--- config.mk ---
export PLATFORM = sky130hd
export DESIGN_NAME = main_controller
export DESIGN_NICKNAME = d
export VERILOG_FILES = /design/src/rtl/main_controller.sv
export SDC_FILE = /design/constraint.sdc
export NUM_CORES = 1
export LEC_CHECK = 0
export BUFFER_PORTS_ARGS = -buffer_cell sky130_fd_sc_hd__clkbuf_2
export CAP_MARGIN = 20
export CORE_AREA = 2 2 79 81
export CTS_CLUSTER_DIAMETER = 120
export CTS_CLUSTER_SIZE = 20
export DETAILED_ROUTE_END_ITERATION = 10
export DIE_AREA = 0 0 81 83
export GPL_ROUTABILITY_DRIVEN = 1
export PLACE_DENSITY = 0.64
export SLEW_MARGIN = 20
export SYNTH_ARGS = -nofsm -noshare
export SYNTH_HDL_FRONTEND = slang
export SYNTH_SLANG_ARGS = --single-unit
--- constraint.sdc ---
create_clock -name clk -period 3.01 [get_ports clk]
set_input_delay 0.301 -clock clk [delete_from_list [all_inputs] [get_ports clk]]
set_output_delay 0.301 -clock clk [all_outputs]
set_load 0.02 [all_outputs]
--- src/rtl/main_controller.sv ---
// Multi-cycle main control FSM: fetch, decode, execute, memory, writeback.
// Drives ALU class code, datapath selects, write enables and retire count.
module main_controller #(
    parameter int CNT_W = 32
) (
    input  logic             clk,
    input  logic             reset,
    input  logic [6:0]       opcode,
    input  logic             mem_ready,
    output logic [3:0]       alu_option,
    output logic [1:0]       alu_src_a,
    output logic [1:0]       alu_src_b,
    output logic             addr_sel,
    output logic             mem_req,
    output logic             mem_we,
    output logic             ir_write,
    output logic             pc_write,
    output logic             pc_write_cond,
    output logic             reg_write,
    output logic [1:0]       wb_sel,
    output logic             illegal,
    output logic [2:0]       state,
    output logic [CNT_W-1:0] instret
);

    typedef enum logic [2:0] {
        S_FETCH     = 3'd0,
        S_DECODE    = 3'd1,
        S_EXECUTE   = 3'd2,
        S_MEMORY    = 3'd3,
        S_WRITEBACK = 3'd4
    } state_e;

    localparam logic [6:0] OPC_LOAD   = 7'b0000011;
    localparam logic [6:0] OPC_OPIMM  = 7'b0010011;
    localparam logic [6:0] OPC_AUIPC  = 7'b0010111;
    localparam logic [6:0] OPC_STORE  = 7'b0100011;
    localparam logic [6:0] OPC_OP     = 7'b0110011;
    localparam logic [6:0] OPC_LUI    = 7'b0110111;
    localparam logic [6:0] OPC_BRANCH = 7'b1100011;
    localparam logic [6:0] OPC_JAL    = 7'b1101111;
    localparam logic [6:0] OPC_JALR   = 7'b1100111;

    state_e           state_q, state_d;
    logic [CNT_W-1:0] instret_q, instret_d;

    logic       legal;
    logic [3:0] class_code;
    logic       retire;

    logic [3:0] alu_option_c;
    logic [1:0] alu_src_a_c;
    logic [1:0] alu_src_b_c;
    logic       addr_sel_c;
    logic       mem_req_c;
    logic       mem_we_c;
    logic       ir_write_c;
    logic       pc_write_c;
    logic       pc_write_cond_c;
    logic       reg_write_c;
    logic [1:0] wb_sel_c;
    logic       illegal_c;

    // Map the opcode to its ALU class code and flag unsupported opcodes.
    always_comb begin
        legal      = 1'b1;
        class_code = 4'b0000;
        case (opcode)
            OPC_LOAD:   class_code = 4'b0000;
            OPC_OPIMM:  class_code = 4'b0010;
            OPC_AUIPC:  class_code = 4'b0011;
            OPC_STORE:  class_code = 4'b0100;
            OPC_OP:     class_code = 4'b0110;
            OPC_LUI:    class_code = 4'b0111;
            OPC_BRANCH: class_code = 4'b1100;
            OPC_JAL:    class_code = 4'b0000;
            OPC_JALR:   class_code = 4'b0000;
            default:    legal      = 1'b0;
        endcase
    end

    // Next-state and per-state control outputs.
    always_comb begin
        state_d         = S_FETCH;
        retire          = 1'b0;
        alu_option_c    = 4'b0000;
        alu_src_a_c     = 2'd0;
        alu_src_b_c     = 2'd0;
        addr_sel_c      = 1'b0;
        mem_req_c       = 1'b0;
        mem_we_c        = 1'b0;
        ir_write_c      = 1'b0;
        pc_write_c      = 1'b0;
        pc_write_cond_c = 1'b0;
        reg_write_c     = 1'b0;
        wb_sel_c        = 2'd0;
        illegal_c       = 1'b0;
        case (state_q)
            S_FETCH: begin
                mem_req_c   = 1'b1;
                alu_src_b_c = 2'd2;
                if (mem_ready) begin
                    ir_write_c = 1'b1;
                    pc_write_c = 1'b1;
                    state_d    = S_DECODE;
                end else begin
                    state_d = S_FETCH;
                end
            end
            S_DECODE: begin
                if (legal) begin
                    state_d = S_EXECUTE;
                end else begin
                    illegal_c = 1'b1;
                    state_d   = S_FETCH;
                end
            end
            S_EXECUTE: begin
                alu_option_c = class_code;
                case (opcode)
                    OPC_OP: begin
                        alu_src_a_c = 2'd1;
                        alu_src_b_c = 2'd0;
                        state_d     = S_WRITEBACK;
                    end
                    OPC_OPIMM: begin
                        alu_src_a_c = 2'd1;
                        alu_src_b_c = 2'd1;
                        state_d     = S_WRITEBACK;
                    end
                    OPC_LUI: begin
                        alu_src_a_c = 2'd2;
                        alu_src_b_c = 2'd1;
                        state_d     = S_WRITEBACK;
                    end
                    OPC_AUIPC: begin
                        alu_src_a_c = 2'd3;
                        alu_src_b_c = 2'd1;
                        state_d     = S_WRITEBACK;
                    end
                    OPC_LOAD, OPC_STORE: begin
                        alu_src_a_c = 2'd1;
                        alu_src_b_c = 2'd1;
                        state_d     = S_MEMORY;
                    end
                    OPC_BRANCH: begin
                        alu_src_a_c     = 2'd1;
                        alu_src_b_c     = 2'd0;
                        pc_write_cond_c = 1'b1;
                        retire          = 1'b1;
                    end
                    OPC_JAL: begin
                        alu_src_a_c = 2'd3;
                        alu_src_b_c = 2'd1;
                        pc_write_c  = 1'b1;
                        reg_write_c = 1'b1;
                        wb_sel_c    = 2'd2;
                        retire      = 1'b1;
                    end
                    OPC_JALR: begin
                        alu_src_a_c = 2'd1;
                        alu_src_b_c = 2'd1;
                        pc_write_c  = 1'b1;
                        reg_write_c = 1'b1;
                        wb_sel_c    = 2'd2;
                        retire      = 1'b1;
                    end
                    default: state_d = S_FETCH;
                endcase
            end
            S_MEMORY: begin
                alu_option_c = class_code;
                mem_req_c    = 1'b1;
                addr_sel_c   = 1'b1;
                mem_we_c     = (opcode == OPC_STORE);
                if (mem_ready) begin
                    if (opcode == OPC_STORE) begin
                        retire  = 1'b1;
                        state_d = S_FETCH;
                    end else begin
                        state_d = S_WRITEBACK;
                    end
                end else begin
                    state_d = S_MEMORY;
                end
            end
            S_WRITEBACK: begin
                alu_option_c = class_code;
                reg_write_c  = 1'b1;
                wb_sel_c     = (opcode == OPC_LOAD) ? 2'd1 : 2'd0;
                retire       = 1'b1;
                state_d      = S_FETCH;
            end
            default: state_d = S_FETCH;
        endcase
    end

    // Reset overrides every output so no request or write leaks out.
    always_comb begin
        alu_option    = reset ? 4'b0000 : alu_option_c;
        alu_src_a     = reset ? 2'd0    : alu_src_a_c;
        alu_src_b     = reset ? 2'd0    : alu_src_b_c;
        addr_sel      = reset ? 1'b0    : addr_sel_c;
        mem_req       = reset ? 1'b0    : mem_req_c;
        mem_we        = reset ? 1'b0    : mem_we_c;
        ir_write      = reset ? 1'b0    : ir_write_c;
        pc_write      = reset ? 1'b0    : pc_write_c;
        pc_write_cond = reset ? 1'b0    : pc_write_cond_c;
        reg_write     = reset ? 1'b0    : reg_write_c;
        wb_sel        = reset ? 2'd0    : wb_sel_c;
        illegal       = reset ? 1'b0    : illegal_c;
    end

    assign instret_d = instret_q + {{(CNT_W-1){1'b0}}, retire};
    assign state     = state_q;
    assign instret   = instret_q;

    // State register and retired-instruction counter.
    always_ff @(posedge clk or posedge reset) begin
        if (reset) begin
            state_q   <= S_FETCH;
            instret_q <= '0;
        end else begin
            state_q   <= state_d;
            instret_q <= instret_d;
        end
    end

endmodule
# == After elaboration in Yosys (flattened, before gate mapping) ==
# Cells that the tools add are included.
# op_classes
addsub,1
muxes,44
n_eq_ne,13
reduce_logical,11
# ops
cell,count
$add A32 B1 Y32,1
$mux W1,25
$pmux W4 S6,1
$eq A7 B6 Y1 const B,3
$eq A7 B7 Y1 const B,3
$eq A7 B5 Y1 const B,2
$mux W2,6
$pmux W3 S4,1
$reduce_or A9 Y1,1
$mux W4,2
$pmux W2 S2,2
$reduce_or A2 Y1,4
$eq A7 B2 Y1 const B,1
$reduce_or A7 Y1,1
$eq A3 B2 Y1 const B,2
$mux W3,2
$pmux W2 S3,1
$pmux W3 S2,1
$reduce_or A3 Y1,2
$reduce_or A6 Y1,1
$pmux W1 S2,2
$reduce_or A4 Y1,1
$eq A3 B1 Y1 const B,1
$eq A3 B3 Y1 const B,1
2 further kinds,2
# totals
register_bits,35
word_cells,71

# == Longest topological paths before layout ==
# Gate-level depths: netlist of run 1.
# logic_depth
word_depth,6
mapped_depth,11
ltp_nobuf,10

# == Worst setup path before layout of run 1 ==
# Ideal clock, no wire load.
# synth_path
path_kind,input to register
startpoint,input opcode[2]
endpoint,register instret_q[20] (netlist: instret[20])
required_time_ns,2.880
stages,11
setup_slack_ns,0.119
arrival_ns,2.761
setup_ns,0.130
path_cell_list,clkbuf_1 or3_1 clkbuf_2 or4_1 o21ai_0 ha_1 ha_1 nand4_1 nor4_4 nand4_1 xnor2_1
# synth_via
elab_chain_len,5
elab_cells_between_ends,10
cone_classes,1 x add/sub; 4 x eq/ne; 4 x mux; 1 x reduce/logical
# synth_rtl
item,line,text
start: declaration,8,"input logic [6:0] opcode,"
$eq A7 B7 Y1 / $eq A7 B6 Y1 (equally long branches),"120, 177",
$reduce_or A3 Y1 (no line) / $mux W1 (equally long branches),--,
"$mux W1, on equally long branches","120, 176",
$pmux W1 S3 *,98,case (state_q)
$add A32 B1 Y32 *,214,"assign instret_d = instret_q + {{(CNT_W-1){1'b0}}, retire};"
net instret_d[20],45,"logic [CNT_W-1:0] instret_q, instret_d;"
end signal: assignment,225,instret_q <= instret_d;
end: declaration,45,
# The timed path passes the listed nets; every way through them passes the cells marked *.

# == Final worst setup path of run 1 ==
# layout_path
startpoint,register state_q[0] (netlist: state[0])
endpoint,register instret_q[26] (netlist: instret[26])
# layout_via
elab_chain_len,3
elab_cells_between_ends,5
cone_classes,1 x add/sub; 3 x eq/ne; 1 x mux
# layout_rtl
item,line,text
start: declaration,44,"state_e state_q, state_d;"
start signal: assignment,224,state_q <= state_d;
$eq A3 B3 Y1 / $eq A3 B2 Y1 (equally long branches),98,
$pmux W1 S3 *,98,
$add A32 B1 Y32 *,214,
net instret_d[26],45,
# Marked as above.

==> results of run 1 <==
-- state kept, by name, summed over array words and instances (netlist names) --
register  flops
instret      32
state         3
-- placed cells by master (no fill, tap or decap), types with 2 or more instances in the layout --
cell,count
ha_1,2
inv_1,4
dfrtp_1,35
o21ai_0,4
xor2_1,6
clkbuf_2,62
a21oi_1,7
and4_1,2
clkbuf_8,5
and3_1,5
nand3_1,12
nand2b_1,7
xnor2_1,24
nor3_1,6
nor2_1,14
or2_2,2
nand4_1,11
a31oi_1,2
or4_1,3
nor4_4,2
nand2_1,17
and2_1,6
nor4_1,2
a21boi_0,2
buf_4,11
or3_1,3
-- critical path, cell delays in order, from the launching register on --
cell	delay, ns
dfrtp_1	0.43
inv_1	0.18
a21oi_1	0.08
or4_1	0.46
o21ai_0	0.09
ha_1	0.19
ha_1	0.22
nand4_1	0.22
nor4_4	0.25
buf_4	0.21
nand4_1	0.13
xnor2_1	0.15
-- cell type report --
class	instances	area (um2)
Tap cell	75	93.8
Sequential cell	35	876
Timing Repair Buffer	73	393
Fill cell	631	3310
Multi-Input combinational cell	153	1020
Clock buffer	6	72.6
Inverter	4	15.0
Clock inverter	1	30.0
-- worst paths after layout --
kind,startpoint,end,slack (ns),cells after the start
worst min-delay path,reset,state[1],0.08,3
max in group asynchronous,reset,instret[8],2.68,3
worst min register to register,instret[31],instret[31],0.49,1
min in group clk,mem_ready,state[0],0.40,3
worst max-delay path,state[0],instret[26],0.29,11
worst max register to register,state[0],instret[26],0.29,11
-- metal layers --
metal  track usage (%)  vias to the layer above  routed length, um
met2              23.2                       53               2200
met3              3.70                        4                275
met4              4.78                        0                 56
met5                 0                        -                  0
li1                  -                      846                  -
met1              16.9                      836               2050
-- per-stage QoR --
| stage | util [%] | instances |
|---|---|---|
| finish | 43.0 | 347 |
| global route | 43.0 | 347 |
| CTS | 43.0 | 347 |
| detailed placement | 41.3 | 340 |
| global placement | 41.3 | 340 |
| floorplan | - | 199 |
-- power groups by stage --
| stage | clock network, mW | logic [mW] | registers, mW |
|---|---|---|---|
| after floorplan | 0 | 0.0566 | 0.523 |
| after global placement | 0 | 0.122 | 0.509 |
| after detailed placement | 0 | 0.123 | 0.510 |
| after CTS | 0.412 | 0.123 | 0.501 |
| after global routing | 0.433 | 0.134 | 0.503 |
| final | 0.397 | 0.121 | 0.501 |
-- kinds of logic (layout without fill, tap and decap cells) --
| family | after synthesis | count (layout) | share of synthesized area [%] |
|---|---|---|---|
| adders and majority gates | 2 | 2 | 1.29 |
| xor gates and xnor gates | 30 | 30 | 13.5 |
| DFF | 35 | 35 | 45.1 |
| AOI/OAI and AO/OA | 22 | 22 | 7.09 |
| muxes | 1 | 1 | 0.515 |
| and+or+nand+nor | 98 | 98 | 30.2 |
| buffers and inverters | 11 | 84 | 2.26 |
==> out/metrics.cfg, run 1 <==
[status]
status = finished clean

[power_and_ir_drop]
leakage_nw = 1.25
combinationalPowerShare_pct = 11.8
p_seq_share_pct = 49.2
power_mw = 1.02
power.density_mw_per_mm2 = 407
p_clk_share_pct = 39.0
switching_share_pct = 24.6
power_switching_mw = 0.251
vdd_drop_max_uv = 217
p_int_mw = 0.769

[critical_path]
cp_data_required_time_ns = 3.17
arrival_ns = 2.88
cp-end-kind = register
startpoint_type = register
crit_fanout = 9
path_class = register to register

[detailed_routing]
first_pass_iters = 4
via_per_inst = 5.01
num_vias = 1739
wl_per_cell_um = 13.2
ant_nets = 0
drt_iter0_drc = 74
drc = 0
wirelength_um = 4580

[die]
initial_core_util_pct = 33.4
io_pins = 63
die_w_um = 81
dieArea_mm2 = 0.00672
fp.coreArea_mm2 = 0.00582
row_count = 28
fp.dieH_um = 83

[global_routing]
first_global_vias = 1640
grt_pass1_wl_um = 7470
overflow = 0
track_usage_pct = 13.9
antenna_found_initial = 0
grt_max_degree = 23

[sta]
whs_ns = 0.0821
fin_crit_sh_pct = 90.5
max_slew.worst_pin.slew_ns = 0.381
fin_crit_ns = 2.72
fin_skew_ns = 0.00272
setup_tns_ns = 0
setup_violations = 0
slew_headroom_pct = 74.0
finalHoldViolations = 0
drv_slew = 0
rsz0062_at_grt = no
fin_ws_ns = 0.287
fmax_ghz = 0.367

[clocking]
cts_tree = built
clock_sinks = 35
clkLatencyLatePin_ns = 0.28
ctsResizeCount = 0
htree_num_levels = 2
ctsRootBufferMaster = clkbuf_8
path_clk_slew_ns = 0.06
cts_made_buffers = 5
cts_hold_buf = 0
clock_path_buffers = 2
postCtsSetupBuffers = 0

[finish]
finalInstanceArea_mm2 = 0.00250
drive_gt1_share_pct = 31.3
diodes = 0
fin_nets = 284
area_growth_pct = 28.9

[yosys]
yosys_warnings = 0
ys.flop_type = dfrtp_1
synth_most_common_cell = dfrtp_1
synth_commonest_cells = dfrtp_1, xnor2_1, nand2_1
avgSynthCellArea_um2 = 9.76
synth_top_area_cell = dfrtp_1
synth_top_area_share_pct = 45.1
synth.area.top_cells = dfrtp_1, xnor2_1, nand4_1, nand2_1, nand3_1
syn_area_mm2 = 0.00194
ys_seq_area_share_pct = 45.1
syn_inst = 199
synthArstFlopShare_pct = 100
ys_ff_latch = 35
synth_nets = 211
ys_types = 39
synth-edff-count = 0

[placed_design]
globalplace.congestion = 0.828
dpl.hpwl_um = 3550
dpl_cell_area_mm2 = 0.00240
dp_slack_ns = 0.0869
numPortBuffers = 62

[worst_hold_path]
hold_path_class = input pin to asynchronous set/reset pin

[job]
drv_cap = 0

No activity file was read; power rests on OpenSTA's default activity.
==> run 2, diff against run 1 <==
--- a/config.mk
+++ b/config.mk
@@ -7,13 +7,15 @@
 export LEC_CHECK = 0
 export BUFFER_PORTS_ARGS = -buffer_cell sky130_fd_sc_hd__clkbuf_2
 export CAP_MARGIN = 20
-export CORE_AREA = 2 2 79 81
+export CELL_PAD_IN_SITES_DETAIL_PLACEMENT = 2
+export CELL_PAD_IN_SITES_GLOBAL_PLACEMENT = 2
+export CORE_AREA = 2 2 84 86
 export CTS_CLUSTER_DIAMETER = 120
 export CTS_CLUSTER_SIZE = 20
 export DETAILED_ROUTE_END_ITERATION = 10
-export DIE_AREA = 0 0 81 83
+export DIE_AREA = 0 0 86 88
 export GPL_ROUTABILITY_DRIVEN = 1
-export PLACE_DENSITY = 0.64
+export PLACE_DENSITY = 0.85
 export SLEW_MARGIN = 20
 export SYNTH_ARGS = -nofsm -noshare
 export SYNTH_HDL_FRONTEND = slang
==> out/metrics.cfg, run 2 (same netlist as run 1, synthesis figures left out) <==
[critical_path]
arrival_ns = 2.89
path_buf_inv = 1
crit_fanout = 9
cp_top_family = simple AND/OR/NAND/NOR gates
r2r_slack_ns = 0.30
path_class = register to register
worst-path-stages = 10
startpoint_type = register
crit_path_top_delay_cell = or4_1
cp_data_required_time_ns = 3.19
reg2reg_to = instret[20]
reg2reg_depth = 10
cp-end-kind = register
slowest_delay_ns = 0.51
crit_chain = nand2b_1, or4_1, o21ai_0, ha_1, ha_1, nand4_1, nor4_4, buf_4, nand4_1, xnor2_1
worstReg2RegStart = state[2]

[finish]
drive_gt1_share_pct = 32.4
utilization_pct = 37.8
layout_commonest_cell = clkbuf_2
largest_reg_flops = 32
fill_cells = 760
fin_nets = 283
final_cell_mix = clkbuf_2, dfrtp_1, xnor2_1, nand2_1, nor2_1
area_growth_pct = 29.4
diodes = 0
instances_no_fill = 352

[sta]
fin_crit_sh_pct = 90.0
drv_slew = 0
rsz0062_at_grt = no
fmax_ghz = 0.369
slew_headroom_pct = 63.8
setup_violations = 0
setup_tns_ns = 0
finalHoldViolations = 0
fin_crit_ns = 2.71
fin_skew_ns = 0.0110
max_slew.worst_pin.slew_ns = 0.542
whs_ns = 0.0951

[clocking]
htree_num_levels = 2
cts_made_buffers = 5
clock_sinks = 35
cts_hold_buf = 0
ctsRootBufferMaster = clkbuf_8
clkLatencyLatePin_ns = 0.29
clock_path_buffers = 2
postCtsSetupBuffers = 0
ctsResizeCount = 0
cts_tree = built
path_clk_slew_ns = 0.08

[global_routing]
track_usage_pct = 16.2
overflow = 0
antenna_found_initial = 0
grt_pass1_wl_um = 9800
grt_max_degree = 26
first_global_vias = 1928

[placed_design]
globalplace.congestion = 0.805
placed_cells = 344
numPortBuffers = 62
dpl.hpwl_um = 4400

[detailed_routing]
drc = 0
num_vias = 1789
wl_per_cell_um = 16.2
drt_iter0_drc = 62
first_pass_iters = 4
wirelength_um = 5710
via_per_inst = 5.08
ant_nets = 0

[die]
die_w_um = 86
io_pins = 63
row_count = 30
fp.dieH_um = 88
dieArea_mm2 = 0.00757
fp.coreArea_mm2 = 0.00664
initial_core_util_pct = 29.2

[job]
drv_cap = 0

[power_and_ir_drop]
power.density_mw_per_mm2 = 418
vdd_drop_max_uv = 150
leakage_nw = 1.25

[worst_hold_path]
hold_path_class = input pin to asynchronous set/reset pin

[status]
status = finished clean

## run 2: cell types whose count changed in the layout (fill, tap and decap cells not counted)
cell	delta
clkbuf_1	-1
buf_4	-1
clkinv_2	+1
dfrtp_2	+1
inv_1	-1
clkinv_4	+1
dfrtp_1	-1
inv_2	+1
## run 2: how the worst max path moves through the flow
stage | end | from | slack, ns
2_1_floorplan | instret[20] | opcode[2] | 0.12
3_5_place_dp | instret[20] | opcode[3] | 0.09
6_report | instret[20] | state[2] | 0.30
5_1_grt | instret[26] | state[0] | 0.03
3_3_place_gp | instret[26] | opcode[3] | 0.20
4_1_cts | instret[20] | state[0] | 0.17
## run 2: metal layers
metal | vias to the layer above | GRT usage [%] | wire length (um)
met5 | - | 0 | 0
met4 | 0 | 4.76 | 40
met3 | 4 | 3.30 | 312
met2 | 54 | 28.1 | 2910
met1 | 887 | 20.5 | 2450
li1 | 844 | - | -
## run 2: final cells by class
type | count | area, um2 | share of cell area, %
multi-input cells | 153 | 1020 | 40.7
repair buffers | 72 | 385 | 15.3
flip-flops and latches | 35 | 877 | 34.9
inverters | 4 | 15.0 | 0.598
well taps | 80 | 100 | 3.98
clock inverters | 3 | 43.8 | 1.74
clock buffers | 5 | 68.8 | 2.74
## run 2: metrics by stage
| stage | area, um2 | worst slack, ns | power (mW) |
|---|---|---|---|
| after detailed placement | 2400 | 0.0892 | 0.638 |
| after global placement | 2400 | 0.203 | 0.632 |
| after CTS | 2510 | 0.166 | 1.07 |
| final | 2510 | 0.301 | 1.05 |
| after floorplan | 1940 | 0.119 | 0.579 |
| after global routing | 2510 | 0.0333 | 1.10 |
## run 2: report_power, final
part           switching [mW]  total [mW]  internal (mW)
clock network           0.179       0.426          0.247
logic                  0.0815       0.123         0.0412
registers              0.0180       0.503          0.485
